==> config.mk <==
export PLATFORM = sky130hd
export DESIGN_NAME = instr_fetch
export DESIGN_NICKNAME = d
export VERILOG_FILES = /design/src/rtl/instr_fetch.sv
export SDC_FILE = /design/constraint.sdc
export NUM_CORES = 1
export LEC_CHECK = 0
export CAP_MARGIN = 40
export CORE_MARGIN = 5
export CORE_UTILIZATION = 41
export DETAILED_ROUTE_END_ITERATION = 6
export GPL_ROUTABILITY_DRIVEN = 0
export PLACE_DENSITY_LB_ADDON = 0.15
export RECOVER_POWER = 25
export SETUP_SLACK_MARGIN = 0.15
export SYNTH_ARGS = -nofsm -noshare
export SYNTH_HDL_FRONTEND = slang
export SYNTH_SLANG_ARGS = --single-unit
==> constraint.sdc <==
create_clock -name clk -period 6.04 [get_ports clk]
set_input_delay 0.604 -clock clk [delete_from_list [all_inputs] [get_ports clk]]
set_output_delay 0.604 -clock clk [all_outputs]
set_load 0.01 [all_outputs]
==> src/rtl/instr_fetch.sv <==
// Instruction fetch stage: owns the PC, strobes the instruction memory and
// holds one fetched instruction for decode behind a valid/ready handshake.
module instr_fetch #(
  parameter logic [31:0] RESET_PC = 32'h0000_0000
) (
  input  logic        clk,
  input  logic        reset,
  output logic [31:0] mem_addr,
  output logic        mem_rstrb,
  input  logic [31:0] mem_rdata,
  output logic        instr_valid,
  output logic [31:0] instr,
  output logic [31:0] instr_pc,
  input  logic        instr_ready,
  input  logic        redirect_valid,
  input  logic [31:0] redirect_pc
);

  localparam logic [31:0] NOP = 32'h0000_0013;

  typedef enum logic [1:0] {
    BOOT,
    ISSUE,
    WAIT,
    HELD
  } state_t;

  state_t      state;
  state_t      state_n;
  logic [31:0] pc;
  logic [31:0] pc_n;
  logic [31:0] instr_n;
  logic [31:0] instr_pc_n;
  logic        valid_n;
  logic        take_redirect;

  assign take_redirect = redirect_valid && (state != BOOT);

  assign mem_addr  = pc;
  assign mem_rstrb = (state == ISSUE);

  always_ff @(posedge clk or posedge reset) begin
    if (reset) begin
      state       <= BOOT;
      pc          <= RESET_PC;
      instr_valid <= 1'b0;
      instr       <= NOP;
      instr_pc    <= RESET_PC;
    end else begin
      state       <= state_n;
      pc          <= pc_n;
      instr_valid <= valid_n;
      instr       <= instr_n;
      instr_pc    <= instr_pc_n;
    end
  end

  always_comb begin
    state_n    = state;
    pc_n       = pc;
    valid_n    = instr_valid;
    instr_n    = instr;
    instr_pc_n = instr_pc;
    // A redirect also drops any in-flight response and the held instruction.
    if (take_redirect) begin
      state_n = ISSUE;
      pc_n    = redirect_pc & 32'hFFFF_FFFC;
      valid_n = 1'b0;
    end else begin
      unique case (state)
        BOOT: begin
          state_n = ISSUE;
        end
        ISSUE: begin
          state_n = WAIT;
        end
        WAIT: begin
          state_n    = HELD;
          instr_n    = mem_rdata;
          instr_pc_n = pc;
          valid_n    = 1'b1;
        end
        HELD: begin
          if (instr_ready) begin
            state_n = ISSUE;
            pc_n    = pc + 32'd4;
            valid_n = 1'b0;
          end
        end
      endcase
    end
  end

endmodule

==> reports/summary.txt <==
Outcome: complete, but fails checks
Clock buffer count from CTS: 9
Core ar.: 10200 um^2
FF-to-FF Start: state[0]$_DFFE_PP0P_
Fin crit period: 2.89 ns
Yosys cell types: 36
Final Hold Viols: 0
Number of vias per cell: 4.90
Dpl ws: 3.04 ns
TNS Setup: 0 ns
Worst vdd ir: 0.265 mV
Seq/Total Area, Yosys: 55.8%
Slew @ Worst Pin: 1.73 ns
IO Pins: 166
CP Max Fanout: 30
Min-Delay Startpoint: instr_pc[30]$_DFFE_PP0P_
CTS Buffer Depth: 2
Synth Area in Simple Gates: 12.6%
Initial antenna violation count: 0
Crit Path Category: in -> async
Most frequent cells in the layout: 158 x clkdlybuf4s50_1, 92 x dfrtp_1, 59 x mux2_2, 40 x nand2_1, 22 x o21ai_0
WHS: 0.483 ns
Root Driver: clkbuf_8
Slew Limit Fails: 30
Multiplexer share of the synthesized area: 16.1%
Placed cell count: 637
Largest net degree at the start of global routing: 55
Share of cells above drive strength 1: 17.2%
Die H: 112 um
Nets@finish: 586
Hold Path Class: reg -> reg
Netlist Area Pre-Place: 4260 um^2
Final setup vio count: 0
Hold Path End: instr_pc[30]$_DFFE_PP0P_
Clock skew: 0.00851 ns
Post-Synth Adder-Cell Area: 1.76%
Layout-stage area growth over the synthesis result: 45.1%
Buffers on Ports: 159
Post-CTS setup buffers: 0
Cell area power density: 458 nW/um^2
Ys async rst share: 100%
Detailed placement HPWL: 7.77 mm
Mean Syn Cell Area: 11.9 um^2
Failing checks: capacitance limit, slew limit
Reg2reg end: instr[25]$_DFFE_PP0P_
DRC: 0
Worst Hold Depth: 2
Slew headroom: -15.0%
LEAKAGE: 2.55 nW
Initial core utilization: 41.7%
Fmax: 0.347 GHz
Initial DRC Count: 92
Commonest non-fill, non-tap cell in the layout: clkdlybuf4s50_1
Die Width: 112 um
RSZ-0062 raised after global routing: no
Antenna Cells: 0
DR WL/cell: 16.2 um
Power Total: 2.83 mW
Final worst slack: 3.15 ns
Total grt overflow: 0
Std cell rows: 37
Router iterations before antenna repair: 4
R2R depth: 6
EDFF count, synth: 0
Die area: 12500 um^2
CP arrival: 3.04 ns
XOR/XNOR share of the synthesized area: 5.55%
Total Wirelength: 10.6 mm
Worst setup startpoint: reset
Vias: 3202
First-pass GRT wire length: 17.4 mm
Final period util: 47.8%
Vias in the first global route: 3311
WP data required: 6.19 ns
Yosys warning count: 0
Flop-to-flop setup slack: 3.30 ns
Synth Register Bits: 95
Top FF cell, synth: dfrtp_1
Main combinational cell family by area after synthesis: multiplexers
CTS tree: yes
Final cell count without fillers: 653
Skew-Pair Late Insertion Delay: 0.36 ns
Hold_buf cts: 0
Critical Path Source Type: input pin
Compound-cell area share of the yosys netlist: 4.78%
Post-CTS sizing: 0
Crit. End Element: asynchronous set/reset pin
GRT Util Overall: 17.0%
Worst-path clk slew: 0.09 ns
CTS Sinks: 95
Post-DRT Antenna Nets: 0
Cells after synthesis: 357
Maxcap violations: 1
CTS H-Tree Depth: 3
[where the power goes]
part           total, mW  switching (mW)  internal [mW]  leakage, nW
clock network      0.417           0.215          0.201        0.100
logic               1.28           0.494          0.781         1.30
registers           1.14           0.217          0.924         1.15
total               2.83           0.927           1.91         2.55
[stage by stage]
| stage | instance area (um^2) | utilization (%) |
|---|---|---|
| final | 6190 | 60.5 |
| after global routing | 6190 | 60.5 |
| after CTS | 6190 | 60.5 |
| after detailed placement | 6000 | 58.7 |
| after global placement | 5950 | 58.1 |
| after floorplan | 4280 | - |
[sequential cells by signal, summed over array words and instances, names as in the netlist]
register     cells
instr           32
instr_pc        30
instr_valid      1
mem_addr        30
state            2
[cells in the mapped netlist (all sizes together), types with 4 or more instances]
cell | instances | area share, %
o21ai | 32 | 3.8
nand3 | 13 | 1.8
mux2 | 59 | 16
a21oi | 4 | 0.47
buf | 13 | 2.0
ha | 6 | 1.8
nor2 | 13 | 1.1
inv | 6 | 0.53
nor4 | 8 | 2.3
nand2 | 41 | 3.6
nor3 | 6 | 0.70
dfrtp | 92 | 54
xor2 | 7 | 1.4
clkbuf | 9 | 0.79
and3 | 6 | 0.88
xnor2 | 20 | 4.1
[critical path, cell delays in order]
cell,delay (ns)
dlygate4sd3_1,0.54
clkinvlp_2,0.56
clkbuf_1,1.30
[kinds of logic (layout without fill, tap and decap cells)]
kind of cell,Yosys count,in the layout
flip-flops,95,95
adder cells (fa/ha/maj),6,6
AND/OR/NAND/NOR,100,100
other,1,4
multiplexers,61,61
buffers and inverters,28,185
XOR/XNOR,27,27
AO/OA/AOI/OAI,39,39
[cell type report]
type                    instances  area [um^2]
inverters                       6         23.8
repair buffers                163         1660
clock buffers                  12          145
well taps                     136          170
clock inverters                 4         45.0
multi-input cells             237         1760
fillers                       870         4040
flip-flops and latches         95         2380
[worst max path at each step]
stage	cells after the start	slack, ns	endpoint
after floorplan	1	2.96	instr[10]$_DFFE_PP0P_
final	3	3.15	mem_addr[5]$_DFFE_PP0P_
after detailed placement	5	3.04	instr_pc[27]$_DFFE_PP0P_
after CTS	6	3.25	instr[25]$_DFFE_PP0P_
after global routing	3	2.63	mem_addr[3]$_DFFE_PP0P_
after global placement	5	3.05	instr[25]$_DFFE_PP0P_
[routing by layer]
metal / routed length [um] / global-route usage, % / up-vias
met2: 4880 / 26.2 / 110
met4: 113 / 5.21 / 0
met1: 4670 / 22.9 / 1557
met5: 0 / 0 / -
li1: - / - / 1524
met3: 902 / 5.87 / 11
(Power assumes the default switching activity.)
